==> src/rtl/mul_seq_if.sv <==
`default_nettype none
// ============================================================================
//  Module   : mul_seq_if
//  Brief    : Operand-queue, multiplier-handshake and result signals of mul_seq.
//             MUL_SEQ_ACC_EN adds the accumulator output and its clear input.
//  Revision : 1.0  initial release
// ============================================================================
interface mul_seq_if;
  logic [7:0]  a_bi;
  logic [7:0]  b_bi;
  logic        push_i;
  logic        full_o;
  logic [7:0]  mul_a_bo;
  logic [7:0]  mul_b_bo;
  logic        mul_start_o;
  logic        mul_busy_i;
  logic [15:0] mul_y_bi;
  logic [15:0] y_bo;
  logic        valid_o;
  logic        ack_i;
`ifdef MUL_SEQ_ACC_EN
  logic [23:0] acc_bo;
  logic        clr_i;
`endif

  modport slave (
    input  a_bi, b_bi, push_i, mul_busy_i, mul_y_bi, ack_i,
    output full_o, mul_a_bo, mul_b_bo, mul_start_o, y_bo, valid_o
`ifdef MUL_SEQ_ACC_EN
    , input clr_i, output acc_bo
`endif
  );

  modport master (
    output a_bi, b_bi, push_i, mul_busy_i, mul_y_bi, ack_i,
    input  full_o, mul_a_bo, mul_b_bo, mul_start_o, y_bo, valid_o
`ifdef MUL_SEQ_ACC_EN
    , output clr_i, input acc_bo
`endif
  );
endinterface
`default_nettype wire

==> src/rtl/mul_seq.sv <==
`default_nettype none
// ============================================================================
//  Module   : mul_seq
//  Brief    : Operand FIFO feeding an external sequential multiplier, one
//             product outstanding; optional accumulator via MUL_SEQ_ACC_EN.
//  Revision : 1.0  initial release
// ============================================================================
module mul_seq #(
  parameter int FIFO_DEPTH = 4
) (
  input  logic       clk_i,
  input  logic       rst_i,
  mul_seq_if.slave   bus
);

  localparam int c_PTR_W = (FIFO_DEPTH > 1) ? $clog2(FIFO_DEPTH) : 1;
  localparam int c_CNT_W = c_PTR_W + 1;
  localparam logic [c_CNT_W-1:0] c_FULL_CNT = c_CNT_W'(FIFO_DEPTH);

  localparam logic [2:0] c_IDLE    = 3'd0;
  localparam logic [2:0] c_ISSUE   = 3'd1;
  localparam logic [2:0] c_WAIT_HI = 3'd2;
  localparam logic [2:0] c_WAIT_LO = 3'd3;
  localparam logic [2:0] c_HOLD    = 3'd4;

  logic [2:0]         r_state;
  logic [2:0]         w_next_state;
  logic               r_run;
  logic [15:0]        r_mem [FIFO_DEPTH];
  logic [c_PTR_W-1:0] r_wr_ptr;
  logic [c_PTR_W-1:0] r_rd_ptr;
  logic [c_CNT_W-1:0] r_count;
  logic [7:0]         r_mul_a;
  logic [7:0]         r_mul_b;
  logic [15:0]        r_y;
  logic [15:0]        w_head;
  logic               w_full;
  logic               w_push;
  logic               w_can_issue;
  logic               w_pop;
  logic               w_capture;
  logic               w_start;
  logic               w_valid;

  assign w_full      = (r_count == c_FULL_CNT);
  assign w_push      = bus.push_i && !w_full;
  assign w_head      = r_mem[r_rd_ptr];
  // r_run holds off the first issue decision until the second edge after reset release
  assign w_can_issue = r_run && (r_count != '0) && !bus.mul_busy_i;

  always_ff @(posedge clk_i or negedge rst_i) begin
    if (!rst_i) begin
      r_state <= c_IDLE;
      r_run   <= 1'b0;
    end else begin
      r_state <= w_next_state;
      r_run   <= 1'b1;
    end
  end

  always_comb begin
    w_next_state = r_state;
    case (r_state)
      c_IDLE:    if (w_can_issue)       w_next_state = c_ISSUE;
      c_ISSUE:                          w_next_state = c_WAIT_HI;
      c_WAIT_HI: if (bus.mul_busy_i)    w_next_state = c_WAIT_LO;
      c_WAIT_LO: if (!bus.mul_busy_i)   w_next_state = c_HOLD;
      c_HOLD:    if (bus.ack_i)         w_next_state = c_IDLE;
      default:                          w_next_state = c_IDLE;
    endcase
  end

  always_comb begin
    w_start   = 1'b0;
    w_valid   = 1'b0;
    w_pop     = 1'b0;
    w_capture = 1'b0;
    case (r_state)
      c_IDLE:    w_pop     = w_can_issue;
      c_ISSUE:   w_start   = 1'b1;
      c_WAIT_LO: w_capture = !bus.mul_busy_i;
      c_HOLD:    w_valid   = 1'b1;
      default:   ;
    endcase
  end

  // Storage has no reset: stale entries are never read because count gates pops
  always_ff @(posedge clk_i) begin
    if (w_push) begin
      r_mem[r_wr_ptr] <= {bus.a_bi, bus.b_bi};
    end
  end

  always_ff @(posedge clk_i or negedge rst_i) begin
    if (!rst_i) begin
      r_wr_ptr <= '0;
      r_rd_ptr <= '0;
      r_count  <= '0;
    end else begin
      if (w_push) begin
        r_wr_ptr <= r_wr_ptr + c_PTR_W'(1);
      end
      if (w_pop) begin
        r_rd_ptr <= r_rd_ptr + c_PTR_W'(1);
      end
      case ({w_push, w_pop})
        2'b10:   r_count <= r_count + c_CNT_W'(1);
        2'b01:   r_count <= r_count - c_CNT_W'(1);
        default: r_count <= r_count;
      endcase
    end
  end

  always_ff @(posedge clk_i or negedge rst_i) begin
    if (!rst_i) begin
      r_mul_a <= '0;
      r_mul_b <= '0;
      r_y     <= '0;
    end else begin
      if (w_pop) begin
        r_mul_a <= w_head[15:8];
        r_mul_b <= w_head[7:0];
      end
      if (w_capture) begin
        r_y <= bus.mul_y_bi;
      end
    end
  end

`ifdef MUL_SEQ_ACC_EN
  logic [23:0] r_acc;

  always_ff @(posedge clk_i or negedge rst_i) begin
    if (!rst_i) begin
      r_acc <= '0;
    end else if (w_capture) begin
      r_acc <= bus.clr_i ? 24'(bus.mul_y_bi) : r_acc + 24'(bus.mul_y_bi);
    end else if (bus.clr_i) begin
      r_acc <= '0;
    end
  end

  assign bus.acc_bo = r_acc;
`endif

  assign bus.full_o      = w_full;
  assign bus.mul_a_bo    = r_mul_a;
  assign bus.mul_b_bo    = r_mul_b;
  assign bus.mul_start_o = w_start;
  assign bus.y_bo        = r_y;
  assign bus.valid_o     = w_valid;

endmodule
`default_nettype wire

==> src/flat_wrapper.sv <==
// flat-port wrapper written by rule: the top's interface ports become plain ports
module mul_seq_flat 
#(
  parameter int FIFO_DEPTH = 4
)
  (clk_i, rst_i, bus_a_bi, bus_b_bi, bus_push_i, bus_mul_busy_i, bus_mul_y_bi, bus_ack_i, bus_full_o, bus_mul_a_bo, bus_mul_b_bo, bus_mul_start_o, bus_y_bo, bus_valid_o);
  mul_seq_if bus_i ();
  input  logic clk_i;
  input  logic rst_i;
  input wire logic [$bits(bus_i.a_bi)-1:0] bus_a_bi;
  input wire logic [$bits(bus_i.b_bi)-1:0] bus_b_bi;
  input wire logic [$bits(bus_i.push_i)-1:0] bus_push_i;
  input wire logic [$bits(bus_i.mul_busy_i)-1:0] bus_mul_busy_i;
  input wire logic [$bits(bus_i.mul_y_bi)-1:0] bus_mul_y_bi;
  input wire logic [$bits(bus_i.ack_i)-1:0] bus_ack_i;
  output wire logic [$bits(bus_i.full_o)-1:0] bus_full_o;
  output wire logic [$bits(bus_i.mul_a_bo)-1:0] bus_mul_a_bo;
  output wire logic [$bits(bus_i.mul_b_bo)-1:0] bus_mul_b_bo;
  output wire logic [$bits(bus_i.mul_start_o)-1:0] bus_mul_start_o;
  output wire logic [$bits(bus_i.y_bo)-1:0] bus_y_bo;
  output wire logic [$bits(bus_i.valid_o)-1:0] bus_valid_o;
  assign bus_i.a_bi = bus_a_bi;
  assign bus_i.b_bi = bus_b_bi;
  assign bus_i.push_i = bus_push_i;
  assign bus_i.mul_busy_i = bus_mul_busy_i;
  assign bus_i.mul_y_bi = bus_mul_y_bi;
  assign bus_i.ack_i = bus_ack_i;
  assign bus_full_o = bus_i.full_o;
  assign bus_mul_a_bo = bus_i.mul_a_bo;
  assign bus_mul_b_bo = bus_i.mul_b_bo;
  assign bus_mul_start_o = bus_i.mul_start_o;
  assign bus_y_bo = bus_i.y_bo;
  assign bus_valid_o = bus_i.valid_o;
  mul_seq #(.FIFO_DEPTH(FIFO_DEPTH)) u_core (.clk_i(clk_i), .rst_i(rst_i), .bus(bus_i));
endmodule
==> config.mk <==
export PLATFORM = sky130hd
export DESIGN_NAME = mul_seq_flat
export DESIGN_NICKNAME = d
export VERILOG_FILES = /design/src/rtl/mul_seq_if.sv /design/src/rtl/mul_seq.sv /design/src/flat_wrapper.sv
export SDC_FILE = /design/constraint.sdc
export NUM_CORES = 1
export LEC_CHECK = 0
export CAP_MARGIN = 20
export CORE_MARGIN = 2
export CORE_UTILIZATION = 45
export DETAILED_ROUTE_END_ITERATION = 6
export PLACE_DENSITY = 0.74
export SLEW_MARGIN = 10
export SYNTH_ARGS = -nofsm -noshare
export SYNTH_HDL_FRONTEND = slang
export SYNTH_SLANG_ARGS = --single-unit
==> constraint.sdc <==
create_clock -name clk_i -period 7.86 [get_ports clk_i]
set_clock_uncertainty 0.05 [all_clocks]
set_input_delay 1.179 -clock clk_i [delete_from_list [all_inputs] [get_ports clk_i]]
set_output_delay 1.179 -clock clk_i [all_outputs]
set_load 0.1 [all_outputs]
== Word-level counts from Yosys, hierarchy flattened ==
Memories as Yosys holds them, arrays and structs flattened. A register that Yosys moved wholly into a read port is not among the register bits.
Index checks and enable logic that the tools add are counted.
Word-level totals
  register bits after elaboration: 27
  memory bits (writable): 64
  output and inout bits: 35
  logic and storage cells: 44
  memories: 1
Memory list
  u_core.r_mem: depth 4, width 16, read ports 1, clocked after memory_dff 1, write ports 1, RTL line mul_seq.sv:29  | logic [15:0] r_mem [FIFO_DEPTH];
Cells by class
  add/subtract/negate cells: 4
  eq/ne operators: 11
  mux-type cells: 12
  reduce and logical (&&, ||, !) cells: 10
Operators with widths (count)
  3-bit case mux with 5 select lines: 1
  3-bit two-way mux: 4
  3-bit by 2-bit == test with 1-bit output (second input constant): 2
  3-bit == test (second input constant): 2
  1-bit two-way mux: 6
  2-bit inequality test (second input constant): 3
  3-bit case mux with 2 select lines: 1
  2-bit by 1-bit adder with 2-bit output (second input constant): 2
  4-bit AND reduction: 1
  3-bit by 1-bit adder with 3-bit output (second input constant): 1
  3-bit by 1-bit == test with 1-bit output (second input constant): 1
  1-bit logical AND: 3
  1-bit logical NOT: 3
  3-bit logical NOT: 1
  3-bit nonzero test: 1
  3-bit by 1-bit subtractor with 3-bit output (second input constant): 1
  2-bit by 1-bit == test with 1-bit output (second input constant): 1
  2-bit == test (second input constant): 1
  2-bit by 1-bit inequality test with 1-bit output (second input constant): 1
  2-bit nonzero test: 1

== Logic depth before layout (Yosys ltp) ==
Gate-level depths: netlist of run 1.
  depth in word-level cells: 6
  depth in mapped cells: 8
  depth with buffers taken out: 8

== Least setup slack after synthesis of run 1 ==
No wires, ideal clock.
  kind: register to register
  from: reg u_core.r_count[0]
  to: reg u_core.r_count[1]
  library setup time: 125 ps
  arrival: 4123 ps
  data required time: 7685 ps
  slack: 3563 ps
  stages on the path, launching flop included: 7
  path buffers: 0
  path through: dfrtp_1 > nor3b_1 > nor2b_1 > inv_1 > ha_1 > fa_1 > mux2_2
Between the ends
  elaborated cells on any way between the ends: 13
RTL lines
  start: declaration: RTL line mul_seq.sv:32  | logic [c_CNT_W-1:0] r_count;
  start signal: assignment: RTL line mul_seq.sv:107  | 2'b10: r_count <= r_count + c_CNT_W'(1);
  start signal: assignment: RTL line mul_seq.sv:108  | 2'b01: r_count <= r_count - c_CNT_W'(1);
  start signal: assignment: RTL line mul_seq.sv:109  | default: r_count <= r_count;
  3-bit == test (*): RTL line mul_seq.sv:45  | assign w_full = (r_count == c_FULL_CNT);
  via bus_full_o: RTL line flat_wrapper.sv:16  | output wire logic [$bits(bus_i.full_o)-1:0] bus_full_o;
  1-bit logical NOT (*): RTL line mul_seq.sv:46  | assign w_push = bus.push_i && !w_full;
  1-bit logical AND (*): RTL line mul_seq.sv:46
  2-bit by 1-bit == test with 1-bit output or 2-bit == test (tied branches): RTL line mul_seq.sv:106  | case ({w_push, w_pop})
  3-bit case mux with 2 select lines or 2-bit nonzero test (tied branches)
Mark *: on every way through the listed nets, which the timed path passes. The rest lies on a longest branch.
A chain may end at the register's enable or synchronous reset.

== Worst setup path after layout of run 1 ==
  from: reg u_core.r_count[0]
  to: out bus_full_o
Between the ends
  word-level cells in the longest chain between the ends: 1
RTL lines (RTL line)
  3-bit == test: mul_seq.sv:45
  end: declaration: flat_wrapper.sv:16
Every way passes these cells.

==> load_flow_metrics.sql, run 1 <==
INSERT INTO impl_metrics (metric_group, metric, value, unit) VALUES
('worst_hold_path', 'hold_end', 'u_core.bus.y_bo[5]', ''),
('clock_network', 'number_of_instances_resized_during_post_cts_repair', '0', ''),
('synth', 'ys_ff_latch', '107', ''),
('placed_design', 'port_buffers', '71', ''),
('detailed_routing', 'ant_nets', '0', ''),
('clock_network', 'cts.clk_slew.worst_paths', '90', 'ps'),
('setup_path', 'critical_path_required', '6630', 'ps'),
('detailed_routing', 'drc', '0', ''),
('die', 'fp.coreArea', '8810', 'sq um'),
('setup_path', 'start_kind', 'register', ''),
('final_layout', 'fin_area', '5150', 'sq um'),
('clock_network', 'cts_post_setup_buffers_inserted', '0', ''),
('clock_network', 'tritoncts', 'built', ''),
('timing', 'final_max_slew_viol_count', '0', ''),
('synth', 'synth_cell_type_count', '27', ''),
('global_routing', 'track_usage', '15.2', '%'),
('timing', 'fin_hold_ws', '462', 'ps'),
('synth', 'gate_count_of_the_mapped_netlist', '202', ''),
('timing', 'period_share', '45.4', '%'),
('global_routing', 'grtUsageMet3', '5.27', '%'),
('global_routing', 'grt_max_degree', '44', ''),
('setup_path', 'rrSetupSlack', '5180', 'ps'),
('die', 'ioPinCount', '72', ''),
('timing', 'relSlewSlack', '33.7', '%'),
('setup_path', 'worst-r2r-cell-count', '5', ''),
('detailed_routing', 'route.detailed.vias_per_inst', '5.09', ''),
('synth', 'postSynthAreaPerCell', '20.4', 'sq um'),
('worst_hold_path', 'hold_path.class', 'register to register', ''),
('final_layout', 'n_antenna_cell', '0', ''),
('synth', 'cell_taking_the_most_area_after_synthesis', 'edfxtp_1', ''),
('flow_run', 'number_of_max_cap_violations', '0', ''),
('clock_network', 'postCtsHoldBufs', '0', ''),
('outcome', 'result_of_the_run', 'completed', ''),
('detailed_routing', 'route.vias.total', '2004', ''),
('die', 'die_area', '9930', 'sq um'),
('worst_hold_path', 'hold_path_startpoint', 'u_core.bus.y_bo[5]', ''),
('global_routing', 'grt_remaining_overflow', '0', ''),
('detailed_routing', 'drt-pass1-iter-count', '4', ''),
('clock_network', 'cts-root-to-sink-buffers', '2', ''),
('clock_network', 'cts_htree_levels', '3', ''),
('die', 'die_h', '99.7', 'microns'),
('clock_network', 'cts_made_buffers', '9', ''),
('setup_path', 'end_kind', 'primary output', ''),
('timing', 'finalHoldViolations', '0', ''),
('timing', 'period_needed', '3570', 'ps'),
('setup_path', 'crit_reg_reg_startpoint', 'u_core.r_state[1]', ''),
('synth', 'synth.area.top_cells', 'edfxtp_1 47%, dfrtp_1 26%, mux4_2 8.8%', ''),
('detailed_routing', 'initialDrtViolationCount', '100', ''),
('global_routing', 'first_global_vias', '2175', ''),
('final_layout', 'final_layout_size_suffix_gt1_share', '25.5', '%'),
('setup_path', 'worst-setup-path-type', 'register to primary output', ''),
('die', 'initial_core_util', '46.8', '%'),
('worst_hold_path', 'worst_hold_path.num_cells', '1', ''),
('clock_network', 'cts.sinks', '107', ''),
('clock_network', 'clock_insertion_delay_at_the_later_pin_of_the_skew_report', '360', 'ps'),
('timing', 'rsz0062_at_grt', 'no', ''),
('final_layout', 'finish.utilization', '58.5', '%'),
('final_layout', 'layout.nets', '324', ''),
('timing', 'finalSetupViolations', '0', ''),
('final_layout', 'layout-area-overhead-vs-synth', '25.1', '%'),
('global_routing', 'antenna_found_initial', '0', ''),
('placed_design', 'post_dp_cell_area', '4940', 'sq um'),
('synth', 'postSynth.topFlopCell', 'edfxtp_1', ''),
('synth', 'nets_in_the_synthesized_netlist', '245', ''),
('global_routing', 'groute.layer.met1.usage', '18.8', '%'),
('placed_design', 'dp.final_hpwl', '4430', 'microns'),
('placed_design', 'gp_routability_congestion', '0.700', ''),
('timing', 'fin_tns_setup', '0', 'ps'),
('global_routing', 'grt_first_pass_wirelength', '11200', 'microns'),
('synth', 'async_flop_share', '40.2', '%'),
('clock_network', 'cts.root.buffer_cell', 'clkbuf_8', '');
==> worst max path at each step <==
stage	endpoint	start	slack [ps]	depth (start not counted)
2_1_floorplan	u_core.r_count[1]	u_core.r_count[0]	3560	6
3_3_place_gp	u_core.r_count[1]	bus_mul_busy_i	3600	6
3_5_place_dp	u_core.r_count[1]	bus_mul_busy_i	3510	6
4_1_cts	u_core.r_count[1]	bus_mul_busy_i	3900	6
5_1_grt	bus_full_o	u_core.r_count[0]	4120	2
6_report	bus_full_o	u_core.r_count[0]	4290	2
==> cell usage in the layout (no fill, tap or decap), drive strengths merged, types with 5 or more instances in the layout <==
cell           netlist  layout
and2                 5       5
buf                  5       5
clkbuf               2      10
clkdlybuf4s50        0      70
dfrtp               43      43
edfxtp              64      64
ha                   5       5
inv                  4       6
mux2                34      34
mux4                16      16
==> critical path: stages, from the launching register on <==
cell,delay [ps]
dfrtp_1,450
nor3b_1,320
clkdlybuf4s50_1,1210
==> synthesized netlist by cell type, types with 3 or more instances <==
library cell / n
xnor2_1: 3
dfrtp_1: 43
inv_1: 4
edfxtp_1: 64
xor2_1: 3
buf_2: 3
nor2_1: 4
mux2_2: 26
mux4_2: 16
mux2_4: 8
ha_1: 5
and2_1: 5
==> area by class of cell <==
class | count | area (sq um) | area share (%)
well taps | 108 | 135 | 2.62
clock buffers | 10 | 128 | 2.48
multi-input cells | 84 | 1060 | 20.5
flip-flops and latches | 107 | 3000 | 58.2
inverters | 4 | 15.0 | 0.291
repair buffers | 75 | 767 | 14.9
clock inverters | 6 | 51.3 | 0.996
==> per-stage QoR <==
stage	cells	worst slack (ps)
after CTS	392	3900
after detailed placement	376	3510
after floorplan	202	3560
final	394	4290
after global placement	374	3600
after global routing	394	4120
==> routing by layer <==
metal	vias up	share of wire, %
met5	-	0
met4	0	1.3
met3	8	6.0
met2	68	49
met1	1008	44
li1	920	-
==> state kept, by name, indices dropped and copies added (netlist names) <==
signal,count
u_core.r_mem,64
u_core.bus.y_bo,16
u_core.bus.mul_a_bo,8
u_core.bus.mul_b_bo,8
u_core.r_count,3
u_core.r_state,3
u_core.r_rd_ptr,2
u_core.r_wr_ptr,2
u_core.r_run,1
==> cell families (layout without fill, tap and decap cells) <==
group | Yosys count | count (layout) | synth area share [%]
adders and majority gates | 6 | 6 | 2.01
other | 1 | 1 | 0.0911
AOI/OAI and AO/OA | 2 | 2 | 0.395
DFF | 107 | 107 | 72.8
muxes | 50 | 50 | 18.8
xor gates and xnor gates | 6 | 6 | 1.28
and+or+nand+nor | 19 | 19 | 3.16
buffers and inverters | 11 | 95 | 1.49
Power of run 1 is left out: the tool's default activity adds up to more than one toggle a clock period on the data nets, which glitch-free logic cannot reach.
==> run 2, diff against run 1 <==
--- a/config.mk
+++ b/config.mk
@@ -9,7 +9,7 @@
 export CORE_MARGIN = 2
 export CORE_UTILIZATION = 45
 export DETAILED_ROUTE_END_ITERATION = 6
-export PLACE_DENSITY = 0.74
+export PLACE_DENSITY = 0.76
 export SLEW_MARGIN = 10
 export SYNTH_ARGS = -nofsm -noshare
 export SYNTH_HDL_FRONTEND = slang
==> constraint.sdc (replaced) <==
create_clock -name clk_i -period 3.25 [get_ports clk_i]
set_clock_uncertainty 0.05 [all_clocks]
set_input_delay 0.4875 -clock clk_i [delete_from_list [all_inputs] [get_ports clk_i]]
set_output_delay 0.4875 -clock clk_i [all_outputs]
set_load 0.1 [all_outputs]
==> run 2 against run 1 <==
- sequential share of layout area shrank 0.30 points
- global-route usage shrank 0.40 points
- critical path depth grew 4
- die area is the same
- utilization grew 0.30 points
- final area grew 0.51%
- flip-flop and latch count is the same
- critical path type is now primary input to register
- critical endpoint is now u_core.r_count[1]
- largest cell class unchanged
==> load_flow_metrics.sql, run 2 (same netlist as run 1, synthesis figures left out) <==
INSERT INTO impl_metrics (metric_group, metric, value, unit) VALUES
('setup_path', 'start_kind', 'primary input', ''),
('final_layout', 'layout_common_cells', '64 x edfxtp_1, 51 x clkdlybuf4s50_1, 43 x dfrtp_1, 26 x mux2_2, 26 x buf_4', ''),
('timing', 'finalSetupViolations', '0', ''),
('timing', 'rsz0062_at_grt', 'no', ''),
('die', 'die_h', '99.7', 'microns'),
('setup_path', 'end_kind', 'register', ''),
('die', 'width_of_the_die', '99.7', 'microns'),
('timing', 'final_max_slew_viol_count', '0', ''),
('worst_hold_path', 'hold_path.class', 'register to register', ''),
('detailed_routing', 'drt-wirelength-per-cell', '17.2', 'microns'),
('global_routing', 'grt_remaining_overflow', '0', ''),
('worst_hold_path', 'hold_path_startpoint', 'u_core.r_count[2]', ''),
('die', 'initial_core_util', '46.8', '%'),
('setup_path', 'worst-setup-path-type', 'primary input to register', ''),
('placed_design', 'gp_routability_congestion', '0.641', ''),
('setup_path', 'r2r_end', 'u_core.r_count[1]', ''),
('final_layout', 'final_layout_size_suffix_gt1_share', '33.7', '%'),
('die', 'die_area', '9930', 'sq um'),
('clock_network', 'number_of_instances_resized_during_post_cts_repair', '0', ''),
('detailed_routing', 'route.detailed.vias_per_inst', '5.23', ''),
('detailed_routing', 'initialDrtViolationCount', '60', ''),
('setup_path', 'crit_reg_reg_startpoint', 'u_core.r_state[1]', ''),
('clock_network', 'cts-root-to-sink-buffers', '2', ''),
('setup_path', 'critical_path_peak_fanout', '4', ''),
('die', 'placementRows', '34', ''),
('clock_network', 'cts.root.buffer_cell', 'clkbuf_8', ''),
('setup_path', 'worst-r2r-cell-count', '5', ''),
('timing', 'fin_tns_setup', '0', 'ps'),
('final_layout', 'most_common_library_cell_in_the_layout_ignoring_fill_and_taps', 'edfxtp_1', ''),
('detailed_routing', 'm1WireLength', '2860', 'microns'),
('timing', 'period_needed', '2430', 'ps'),
('outcome', 'result_of_the_run', 'completed', ''),
('worst_hold_path', 'hold_end', 'u_core.r_count[2]', ''),
('global_routing', 'first_global_vias', '2167', ''),
('worst_hold_path', 'worst_hold_path.num_cells', '1', ''),
('placed_design', 'placed_cells', '381', ''),
('clock_network', 'tritoncts', 'built', ''),
('detailed_routing', 'drc', '0', ''),
('global_routing', 'grt_first_pass_wirelength', '10900', 'microns'),
('detailed_routing', 'route.vias.total', '2087', ''),
('clock_network', 'cts_htree_levels', '3', ''),
('die', 'ioPinCount', '72', ''),
('final_layout', 'max_flop_register', 'u_core.r_mem', ''),
('setup_path', 'critical_path_required', '3450', 'ps'),
('detailed_routing', 'dr_wl_met2', '3510', 'microns'),
('die', 'fp.coreArea', '8810', 'sq um'),
('timing', 'finalHoldViolations', '0', ''),
('clock_network', 'cts.clk_slew.worst_paths', '90', 'ps'),
('detailed_routing', 'routed_wirelength', '6860', 'microns'),
('placed_design', 'port_buffers', '71', ''),
('final_layout', 'n_antenna_cell', '0', ''),
('clock_network', 'postCtsHoldBufs', '0', ''),
('detailed_routing', 'routed-wl-met3', '399', 'microns'),
('final_layout', 'layout-area-overhead-vs-synth', '25.8', '%'),
('final_layout', 'layout.nets', '329', ''),
('detailed_routing', 'ant_nets', '0', ''),
('flow_run', 'number_of_max_cap_violations', '0', ''),
('global_routing', 'antenna_found_initial', '0', ''),
('timing', 'fmaxAchievable', '0.412', 'GHz'),
('detailed_routing', 'top_layer', 'met4', ''),
('clock_network', 'cts_made_buffers', '9', ''),
('clock_network', 'cts_post_setup_buffers_inserted', '0', ''),
('clock_network', 'clock_insertion_delay_at_the_later_pin_of_the_skew_report', '370', 'ps'),
('timing', 'timing_worst_slew_pin_value', '978', 'ps'),
('clock_network', 'cts.sinks', '107', ''),
('final_layout', 'largest_register_ff_count', '64', ''),
('placed_design', 'dp.final_hpwl', '4430', 'microns'),
('global_routing', 'grt_max_degree', '44', ''),
('global_routing', 'track_usage', '14.7', '%'),
('timing', 'fin_hold_ws', '462', 'ps'),
('detailed_routing', 'drt-pass1-iter-count', '4', ''),
('timing', 'period_share', '74.7', '%'),
('setup_path', 'worstPathArrival', '2630', 'ps'),
('final_layout', 'finish.utilization', '58.8', '%'),
('setup_path', 'rrSetupSlack', '980', 'ps'),
('final_layout', 'stdcell_count', '399', ''),
('timing', 'relSlewSlack', '34.6', '%');
[run 2: cell types whose count changed in the layout (fill, tap and decap cells not counted), sizes merged]
| cell | delta |
|---|---|
| dlygate4sd3 | +1 |
| bufinv | +2 |
| clkbuf | -1 |
| inv | +1 |
| buf | +23 |
| clkinv | -2 |
| clkdlybuf4s50 | -19 |
[run 2: routing by layer]
metal	vias up	global-route usage, %
li1	936	-
met2	67	25.9
met1	1075	17.4
met4	0	4.43
met5	-	0
met3	9	4.71
[run 2: layout make-up]
cell class	instances	area [sq um]
clock buffer	9	124
clock inverter	7	97.6
fill	671	3630
inverter	4	15.0
multi-input combinational	84	1070
sequential	107	3000
tap	108	135
timing repair buffer	80	741
[run 2: worst max-delay path, cell delays in order]
cell and delay [ps]:
clkdlybuf4s50_1 480, or4b_4 550, nor3_4 190, ha_1 230
fa_1 430, mux2_2 270
[run 2: worst max path at each step]
stage / end / start
after detailed placement: u_core.r_count[1] / bus_mul_busy_i
after global placement: u_core.r_count[1] / bus_mul_busy_i
after global routing: u_core.r_count[1] / bus_mul_busy_i
final: u_core.r_count[1] / bus_mul_busy_i
after CTS: bus_y_bo[6] / u_core.bus.y_bo[6]
after floorplan: u_core.r_count[1] / u_core.r_count[0]
[run 2: stage by stage]
step                      worst slack, ps  instance area (sq um)
after floorplan                       108                   4130
after global placement                508                   4930
after detailed placement              432                   4930
after CTS                             813                   5150
after global routing                  781                   5180
final                                 821                   5180
Power of run 2 is left out for the same reason.
